$ cat src/rtl/morse_pkg.sv
// Shared definitions for the Morse/OOK transmitter: state encoding, default timing
// and the standard letter patterns used by the character LUT that feeds morse_tx.
package morse_pkg;

   typedef enum logic [1:0] {
      ST_IDLE   = 2'd0,
      ST_SEND   = 2'd1,
      ST_GAP    = 2'd2,
      ST_FINISH = 2'd3
   } morse_state_t;

   localparam int DEF_PAT_W     = 16;
   localparam int DEF_TICK_DIV  = 25000000;
   localparam int DEF_GAP_TICKS = 3;

   // Letter patterns: dot = 1, dash = 111, intra-letter space = 0; sent MSB first.
   localparam logic [15:0] PAT_E = 16'b0000_0000_0000_0001;
   localparam int          LEN_E = 1;
   localparam logic [15:0] PAT_T = 16'b0000_0000_0000_0111;
   localparam int          LEN_T = 3;
   localparam logic [15:0] PAT_A = 16'b0000_0000_0001_0111;
   localparam int          LEN_A = 5;
   localparam logic [15:0] PAT_N = 16'b0000_0000_0001_1101;
   localparam int          LEN_N = 5;
   localparam logic [15:0] PAT_S = 16'b0000_0000_0001_0101;
   localparam int          LEN_S = 5;
   localparam logic [15:0] PAT_O = 16'b0000_0111_0111_0111;
   localparam int          LEN_O = 11;

endpackage

$ cat src/rtl/morse_tx_if.sv
// Request/status bundle between a pattern source (master) and morse_tx (slave).
interface morse_tx_if
   import morse_pkg::*;
#(
   parameter int PAT_W = DEF_PAT_W
);
   localparam int LEN_W = $clog2(PAT_W + 1);

   logic             start;
   logic             abort;
   logic             repeat_en;
   logic [PAT_W-1:0] pattern;
   logic [LEN_W-1:0] len;
   logic             out;
   logic             busy;
   logic             done;

   modport master (
      output start, abort, repeat_en, pattern, len,
      input  out, busy, done
   );

   modport slave (
      input  start, abort, repeat_en, pattern, len,
      output out, busy, done
   );

endinterface

$ cat src/rtl/morse_tx_tick_gen.sv
// Bit-rate divider: down-counter reloading at TICK_DIV-1, one-cycle tick at zero.
module tick_gen
   import morse_pkg::*;
#(
   parameter int TICK_DIV = DEF_TICK_DIV
) (
   input  logic clock,
   input  logic reset_n,
   input  logic clear,
   output logic tick
);
   localparam int              CNT_W  = $clog2(TICK_DIV);
   localparam logic [CNT_W-1:0] RELOAD = CNT_W'(TICK_DIV - 1);

   logic [CNT_W-1:0] cnt_q;

   always_ff @(posedge clock or negedge reset_n) begin
      if (!reset_n) begin
         cnt_q <= '0;
      end else if (clear || (cnt_q == '0)) begin
         cnt_q <= RELOAD;
      end else begin
         cnt_q <= cnt_q - CNT_W'(1);
      end
   end

   // Suppressed while held clear so the post-reset zero never produces a tick.
   assign tick = !clear && (cnt_q == '0);

endmodule

$ cat src/rtl/morse_tx.sv
// Morse/OOK serial transmitter: shifts a latched pattern out MSB-first, one bit per
// divider tick, with an optional low gap and repeat until abort.
//
//   state  | meaning
//   IDLE   | waiting for start; out low, divider held at reload
//   SEND   | driving current pattern bit, advance on each tick
//   GAP    | out low for GAP_TICKS ticks, then repeat or finish
//   FINISH | one-cycle done pulse, busy low, back to IDLE
module morse_tx
   import morse_pkg::*;
#(
   parameter int PAT_W     = DEF_PAT_W,
   parameter int TICK_DIV  = DEF_TICK_DIV,
   parameter int GAP_TICKS = DEF_GAP_TICKS
) (
   input  logic       clock,
   input  logic       reset_n,
   morse_tx_if.slave  bus
);
   localparam int               LEN_W    = $clog2(PAT_W + 1);
   localparam int               GAP_W    = (GAP_TICKS > 1) ? $clog2(GAP_TICKS) : 1;
   localparam logic [GAP_W-1:0] GAP_LOAD = GAP_W'((GAP_TICKS > 0) ? GAP_TICKS - 1 : 0);
   localparam logic [LEN_W-1:0] LEN_MAX  = LEN_W'(PAT_W);

   morse_state_t     state_q, state_d;
   logic [PAT_W-1:0] pat_q, pat_d;
   logic [PAT_W-1:0] shreg_q, shreg_d;
   logic [LEN_W-1:0] len_q, len_d;
   logic [LEN_W-1:0] bitcnt_q, bitcnt_d;
   logic [GAP_W-1:0] gapcnt_q, gapcnt_d;
   logic             out_q, out_d;
   logic             busy_q, busy_d;
   logic             done_q, done_d;
   logic [LEN_W-1:0] len_sat;
   logic [PAT_W-1:0] pat_aligned;
   logic             tick;
   logic             div_clear;

   assign div_clear = (state_q == ST_IDLE) || (state_q == ST_FINISH) || bus.abort;

   tick_gen #(
      .TICK_DIV (TICK_DIV)
   ) u_tick_gen (
      .clock   (clock),
      .reset_n (reset_n),
      .clear   (div_clear),
      .tick    (tick)
   );

   // Left-justify the pattern so bit len-1 lands in the MSB of the shift register.
   assign len_sat     = (bus.len > LEN_MAX) ? LEN_MAX : bus.len;
   assign pat_aligned = bus.pattern << (LEN_MAX - len_sat);

   always_comb begin
      state_d  = state_q;
      pat_d    = pat_q;
      shreg_d  = shreg_q;
      len_d    = len_q;
      bitcnt_d = bitcnt_q;
      gapcnt_d = gapcnt_q;
      out_d    = out_q;
      busy_d   = busy_q;
      done_d   = 1'b0;

      if (bus.abort) begin
         state_d = ST_IDLE;
         out_d   = 1'b0;
         busy_d  = 1'b0;
      end else begin
         unique case (state_q)
            ST_IDLE: begin
               out_d  = 1'b0;
               busy_d = 1'b0;
               if (bus.start) begin
                  if (len_sat != '0) begin
                     pat_d    = pat_aligned;
                     shreg_d  = pat_aligned;
                     len_d    = len_sat;
                     bitcnt_d = len_sat - LEN_W'(1);
                     out_d    = pat_aligned[PAT_W-1];
                     busy_d   = 1'b1;
                     state_d  = ST_SEND;
                  end else begin
                     done_d  = 1'b1;
                     state_d = ST_FINISH;
                  end
               end
            end
            ST_SEND: begin
               if (tick) begin
                  if (bitcnt_q == '0) begin
                     out_d = 1'b0;
                     if (GAP_TICKS == 0) begin
                        done_d  = 1'b1;
                        busy_d  = 1'b0;
                        state_d = ST_FINISH;
                     end else begin
                        gapcnt_d = GAP_LOAD;
                        state_d  = ST_GAP;
                     end
                  end else begin
                     shreg_d  = shreg_q << 1;
                     bitcnt_d = bitcnt_q - LEN_W'(1);
                     out_d    = shreg_q[PAT_W-2];
                  end
               end
            end
            ST_GAP: begin
               out_d = 1'b0;
               if (tick) begin
                  if (gapcnt_q == '0) begin
                     if (bus.repeat_en) begin
                        shreg_d  = pat_q;
                        bitcnt_d = len_q - LEN_W'(1);
                        out_d    = pat_q[PAT_W-1];
                        state_d  = ST_SEND;
                     end else begin
                        done_d  = 1'b1;
                        busy_d  = 1'b0;
                        state_d = ST_FINISH;
                     end
                  end else begin
                     gapcnt_d = gapcnt_q - GAP_W'(1);
                  end
               end
            end
            ST_FINISH: begin
               out_d   = 1'b0;
               busy_d  = 1'b0;
               state_d = ST_IDLE;
            end
            default: begin
               out_d   = 1'b0;
               busy_d  = 1'b0;
               state_d = ST_IDLE;
            end
         endcase
      end
   end

   always_ff @(posedge clock or negedge reset_n) begin
      if (!reset_n) begin
         state_q  <= ST_IDLE;
         pat_q    <= '0;
         shreg_q  <= '0;
         len_q    <= '0;
         bitcnt_q <= '0;
         gapcnt_q <= '0;
         out_q    <= 1'b0;
         busy_q   <= 1'b0;
         done_q   <= 1'b0;
      end else begin
         state_q  <= state_d;
         pat_q    <= pat_d;
         shreg_q  <= shreg_d;
         len_q    <= len_d;
         bitcnt_q <= bitcnt_d;
         gapcnt_q <= gapcnt_d;
         out_q    <= out_d;
         busy_q   <= busy_d;
         done_q   <= done_d;
      end
   end

   assign bus.out  = out_q;
   assign bus.busy = busy_q;
   assign bus.done = done_q;

endmodule
$ cat src/flat_wrapper.sv
// flat-port wrapper written by rule: the top's interface ports become plain ports
module morse_tx_flat import morse_pkg::*;
#(
   parameter int PAT_W     = DEF_PAT_W,
   parameter int TICK_DIV  = DEF_TICK_DIV,
   parameter int GAP_TICKS = DEF_GAP_TICKS
)
  (clock, reset_n, bus_start, bus_abort, bus_repeat_en, bus_pattern, bus_len, bus_out, bus_busy, bus_done);
  morse_tx_if #(.PAT_W(PAT_W)) bus_i ();
  input  logic clock;
  input  logic reset_n;
  input wire logic [$bits(bus_i.start)-1:0] bus_start;
  input wire logic [$bits(bus_i.abort)-1:0] bus_abort;
  input wire logic [$bits(bus_i.repeat_en)-1:0] bus_repeat_en;
  input wire logic [$bits(bus_i.pattern)-1:0] bus_pattern;
  input wire logic [$bits(bus_i.len)-1:0] bus_len;
  output wire logic [$bits(bus_i.out)-1:0] bus_out;
  output wire logic [$bits(bus_i.busy)-1:0] bus_busy;
  output wire logic [$bits(bus_i.done)-1:0] bus_done;
  assign bus_i.start = bus_start;
  assign bus_i.abort = bus_abort;
  assign bus_i.repeat_en = bus_repeat_en;
  assign bus_i.pattern = bus_pattern;
  assign bus_i.len = bus_len;
  assign bus_out = bus_i.out;
  assign bus_busy = bus_i.busy;
  assign bus_done = bus_i.done;
  morse_tx #(.PAT_W(PAT_W), .TICK_DIV(TICK_DIV), .GAP_TICKS(GAP_TICKS)) u_core (.clock(clock), .reset_n(reset_n), .bus(bus_i));
endmodule
$ cat config.mk
export PLATFORM = sky130hd
export DESIGN_NAME = morse_tx_flat
export DESIGN_NICKNAME = d
export VERILOG_FILES = /design/src/rtl/morse_pkg.sv /design/src/rtl/morse_tx_if.sv /design/src/rtl/morse_tx_tick_gen.sv /design/src/rtl/morse_tx.sv /design/src/flat_wrapper.sv
export SDC_FILE = /design/constraint.sdc
export NUM_CORES = 1
export LEC_CHECK = 0
export BUFFER_PORTS_ARGS = -buffer_cell sky130_fd_sc_hd__buf_4
export CORE_MARGIN = 5
export CORE_UTILIZATION = 62
export CTS_CLUSTER_SIZE = 14
export DETAILED_ROUTE_END_ITERATION = 8
export GPL_TIMING_DRIVEN = 0
export PLACE_DENSITY = 0.81
export SYNTH_ARGS = -nofsm -noshare
export SYNTH_HDL_FRONTEND = slang
export SYNTH_SLANG_ARGS = --single-unit
$ cat constraint.sdc
create_clock -name clock -period 6.73 [get_ports clock]
set_input_delay 1.346 -clock clock [delete_from_list [all_inputs] [get_ports clock]]
set_output_delay 1.346 -clock clock [all_outputs]
set_load 0.02 [all_outputs]
After elaboration in Yosys (flattened, before gate mapping)

Cells that the tools add are included.

Add/subtract/negate cells: 6
Order comparisons: 1
Eq/ne operators: 18
Shift-type cells: 1
Muxes and demuxes: 53
Bitwise logic cells: 1
Reductions and logical operators: 18

Operators with widths:

| operator                | number |
|---|---|
| $mux W15                | 7 |
| $pmux W15 S3            | 1 |
| $mux W5                 | 8 |
| $logic_not A25 Y1       | 1 |
| $mux W25                | 1 |
| $sub A25 B1 Y25 const B | 1 |
| $mux W1                 | 20 |
| $mux W2                 | 10 |
| $shl A16 B5 Y16         | 1 |
| $pmux W5 S3             | 1 |
| $sub A5 B1 Y5 const B   | 3 |
| $ne A3 B2 Y1 const B    | 4 |
| $ne A2 B2 Y1 const B    | 5 |
| $reduce_and A9 Y1       | 1 |
| $ne A2 B1 Y1 const B    | 4 |
| $pmux W2 S4             | 1 |
| $reduce_and A4 Y1       | 2 |
| $ne A3 B3 Y1 const B    | 2 |
| $reduce_and A6 Y1       | 1 |
| $gt A5 B5 Y1 const B    | 1 |
| $logic_not A5 Y1        | 1 |
| $reduce_and A5 Y1       | 1 |
| $reduce_bool A5 Y1      | 1 |
| $sub A5 B5 Y5 const A   | 1 |
| other kinds (15)        | 19 |

Register bits after elaboration: 73

Depth between registers and ports, before layout

Depth after elaboration: 8
Gate-level depth with buffers: 14

By module

Synthesis repeated with hierarchy kept, for this count alone.

Cells, all modules: 514
Area total of the unflattened synthesis: 4588.2 µm²

Modules (own cells, without submodules):

| module   | times used | cells each | area an instance (µm²) |
|---|---|---|---|
| morse_tx | 1          | 389        | 3306.9 |
| tick_gen | 1          | 125        | 1281.2 |

Worst setup path before layout

No wires, ideal clock.

Path type: input to register
Start: in bus_len[0]
End: reg u_core.shreg_q[13]
Library setup time: 125 ps
Data arrival time: 4095 ps
Slack: 2510 ps
Cell stages on the path: 11
Path buffers: 3
Cell sequence: nor2b_1 -> clkbuf_1 -> inv_1 -> clkbuf_1 -> ha_1 -> clkbuf_1 -> mux2_2 -> mux4_2 -> inv_1 -> o221ai_1 -> mux2_2

Word-level cells in the longest chain between the ends: 7

Ends and longest elaborated chain:

| what                   | line               | RTL |
|---|---|---|
| start: declaration     | flat_wrapper.sv:16 | `input wire logic [$bits(bus_i.len)-1:0] bus_len;` |
| $gt A5 B5 Y1           | morse_tx.sv:51     | `assign len_sat = (bus.len > LEN_MAX) ? LEN_MAX : bus.len;` |
| $mux W5 *              | morse_tx.sv:51     |  |
| $sub A5 B5 Y5          | morse_tx.sv:52     | `assign pat_aligned = bus.pattern << (LEN_MAX - len_sat);` |
| $shl A16 B5 Y16        | morse_tx.sv:52     |  |
| $mux W15               | morse_tx.sv:75     | `if (len_sat != '0) begin` |
| $mux W15               | morse_tx.sv:74     | `if (bus.start) begin` |
| $pmux W15 S3           | morse_tx.sv:70     | `unique case (state_q)` |
| end signal: assignment | morse_tx.sv:155    | `shreg_q <= shreg_d;` |
| end: declaration       | morse_tx.sv:27     | `logic [PAT_W-1:0] shreg_q, shreg_d;` |

Every way passes the cells marked *; elsewhere a longest branch is shown, timed or not. The select of a mux whose other input is x is not followed.
A chain may end at the register's enable or synchronous reset.

Worst setup path in the final report

Start: in bus_len[4]
End: reg u_core.shreg_q[13]

Same word-level chain as after synthesis.

==> out/metrics.yaml <==
status: "finished clean"
synth_top_area_cell: "dfrtp_1"
critPathSlowestCell: "mux4_2"
cp.arrival_ns: 4.79
async_flop_share: 1.00
power_frac_comb: 0.384
wl_per_cell_um: 17.5
crit_chain: "buf_4 -> nor2b_1 -> clkbuf_1 -> inv_1 -> clkbuf_1 -> ha_1 -> clkbuf_1 -> mux2i_1 -> inv_1 -> mux4_2 -> inv_1 -> o221ai_1 -> mux2_2"
final.period_utilization: 0.677
root_buffer: "clkbuf_8"
syn_inst: 462
min_path_type: "reg2reg"
synth_edf_count: 0
syn2layout_area_growth_pct: 11.3
clockBufferDepth: 2
relSlewSlack: 0.300
finalClockSkew_ns: 0.0111
core_sq_mm: 0.00714
cts_buffers: 9
power.internal_w: 0.000935
netlist_top_cells_count: "dfrtp_1 (73), nand2_1 (46), nor2_1 (38)"
slew_viol_final: 0
cp-start-kind: "input port"
power_density_mw_per_mm2: 302
rows: 31
finalHoldViolCount: 0
ys_seq_area_frac: 0.410
vias_per_cell: 6.27
grt_pass1_vias: 3600
port-buffer-count: 28
drt_iter0_drc: 342
clockPowerShare: 0.204
fillCellCount: 585
die_area_sq_mm: 0.00899
crit_type: "in2reg"
end_kind: "flop"
cts_sinks: 73
syn_area_sq_mm: 0.00446
die_w_um: 94.8
finalCriticalPeriod_ns: 4.55
n_antenna_cell: 0
power.switching_w: 0.000565
synth_top_area_frac: 0.410
p_sw_frac: 0.377
drc: 0
fin_setup_tns_ns: 0
max_freq_mhz: 220
vias: 3791
yosysMostFrequentCell: "dfrtp_1"
die_h_um: 94.8
io_pins: 29
fin_nets: 538
antenna_found_initial: 0
critPathRequiredTime_ns: 6.96
clkLatencyLatePin_ns: 0.35
rsz0062_at_grt: "false"
drive_gt1_frac: 0.174
max_stage_delay_ns: 0.52
fin_ws_ns: 2.18
p_leak_nw: 2.06
timing.hold.ws_ns: 0.477
dpl_cell_area_sq_mm: 0.00479
start_util: 0.625
cts_tree: "built"
peakVddDrop_uv: 158
htree_levels: 3
finalSetupViolations: 0
synth-seq-cells: 73
maxCapViolations: 0
detailed_place_hpwl_mm: 7.81
synthTopCellsByArea: "dfrtp_1 (41%), mux2_2 (6.1%), mux2i_1 (5.2%), nand2_1 (3.9%), xnor2_1 (3.7%)"
grt_max_degree: 74
path_clk_slew_ns: 0.08
grt_pass1_wl_mm: 17.7
synth_warnings: 0
gr-total-overflow: 0
wirelength_mm: 10.6
globalRouteTotalUtil: 0.250
cts-resized-gates: 0
synth_top_flop_cell: "dfrtp_1"
syn_nets: 499
synth.avg_cell_area_sq_um: 9.65
place_congestion: 0.919
seqCellArea_sq_mm: 0.00183
holdBufCountCts: 0
synth.distinct_cells: 63
final_antenna_net_count: 0
worst_pin_slew_ns: 1.04
multi_input_area_sq_mm: 0.00246
pre_cts_slack_ns: 1.89
cp_max_fo: 10
first_pass_iters: 6
post_cts_buffers: 0
p_seq_frac: 0.412
fin_area_sq_mm: 0.00496
-- placed cells by master (no fill, tap or decap), types with 4 or more instances in the layout --
| master | instances |
|---|---|
| nor2b_1 | 7 |
| or3_1 | 4 |
| nor3_1 | 7 |
| clkbuf_8 | 10 |
| nor2_1 | 38 |
| clkbuf_1 | 22 |
| ha_1 | 11 |
| o21ai_0 | 30 |
| xor2_1 | 4 |
| xnor2_1 | 19 |
| a22oi_1 | 16 |
| mux2i_1 | 23 |
| clkinv_2 | 4 |
| a22o_1 | 6 |
| dfrtp_1 | 73 |
| nand3_1 | 13 |
| mux2_2 | 24 |
| o221ai_1 | 5 |
| nand2b_1 | 7 |
| o31ai_1 | 9 |
| a21oi_1 | 14 |
| buf_4 | 28 |
| inv_1 | 16 |
| mux4_2 | 4 |
| nor4_1 | 9 |
| nand2_1 | 46 |
-- metrics by stage --
step                      utilization  std cells  total power (W)
after CTS                       0.695        605          0.00149
after floorplan                     -        462          0.00103
after detailed placement        0.671        589          0.00119
after global placement          0.671        589          0.00116
after global routing            0.695        605          0.00159
final                           0.695        605          0.00150
-- per-layer routing --
metal  track usage  share of wire  up-vias
met5             0              0        -
li1              -              -     1771
met4        0.0925          0.015        0
met3        0.0470          0.072       17
met2         0.393           0.48      153
met1         0.346           0.43     1850
-- final cells by class --
class                   instances  area share
plain buffers                  25      0.0227
repair buffers                 28      0.0424
multi-input cells             348       0.496
clock buffers                   9      0.0250
well taps                      99      0.0250
flip-flops and latches         73       0.368
clock inverters                 7     0.00908
inverters                      16      0.0121
-- power groups by stage --
stage          sequential, W  combinational [W]  clock (W)
6_report            0.000618           0.000576   0.000306
5_1_grt             0.000627           0.000633   0.000332
4_1_cts             0.000613           0.000570   0.000310
3_5_place_dp        0.000622           0.000565          0
3_3_place_gp        0.000616           0.000549          0
2_1_floorplan       0.000604           0.000427          0
-- state kept, by name, summed over array words and instances, names as in the netlist --
name                     cells
u_core.bus.done              1
u_core.state_q               2
u_core.gapcnt_q              2
u_core.u_tick_gen.cnt_q     25
u_core.len_q                 5
u_core.bus.out               1
u_core.pat_q                16
u_core.bitcnt_q              5
u_core.shreg_q              15
u_core.bus.busy              1
-- cells by family after synthesis --
logic type | Yosys count | synth area share
adders and majority gates | 11 | 0.0309
xor gates and xnor gates | 23 | 0.0452
AOI/OAI and AO/OA | 104 | 0.158
DFF | 73 | 0.410
and+or+nand+nor | 158 | 0.182
buffers and inverters | 41 | 0.0387
muxes | 52 | 0.135
-- critical path, delay by kind of cell --
| family | cells | cell delay [ns] |
|---|---|---|
| AND/OR/NAND/NOR | 1 | 0.11 |
| buffers and inverters | 7 | 1.62 |
| multiplexers | 3 | 1.21 |
| AO/OA/AOI/OAI | 1 | 0.13 |
| adder cells (fa/ha/maj) | 1 | 0.36 |
-- path summary, 6_finish.rpt --
| kind | from | end | slack (ns) | cells after the start |
|---|---|---|---|---|
| worst min-delay path | u_core.u_tick_gen.cnt_q[0]$_DFF_PN0_ | u_core.u_tick_gen.cnt_q[0]$_DFF_PN0_ | 0.48 | 1 |
| worst min register to register | u_core.u_tick_gen.cnt_q[0]$_DFF_PN0_ | u_core.u_tick_gen.cnt_q[0]$_DFF_PN0_ | 0.48 | 1 |
| worst max register to register | u_core.u_tick_gen.cnt_q[0]$_DFF_PN0_ | u_core.shreg_q[0]$_DFFE_PN0P_ | 3.69 | 9 |
| worst max-delay path | bus_len[4] | u_core.shreg_q[13]$_DFFE_PN0P_ | 2.18 | 13 |
| max in group asynchronous | reset_n | u_core.u_tick_gen.cnt_q[19]$_DFF_PN0_ | 5.02 | 1 |
| min in group asynchronous | reset_n | u_core.bitcnt_q[2]$_DFFE_PN0P_ | 1.11 | 1 |
No activity file was read; power rests on OpenSTA's default activity.
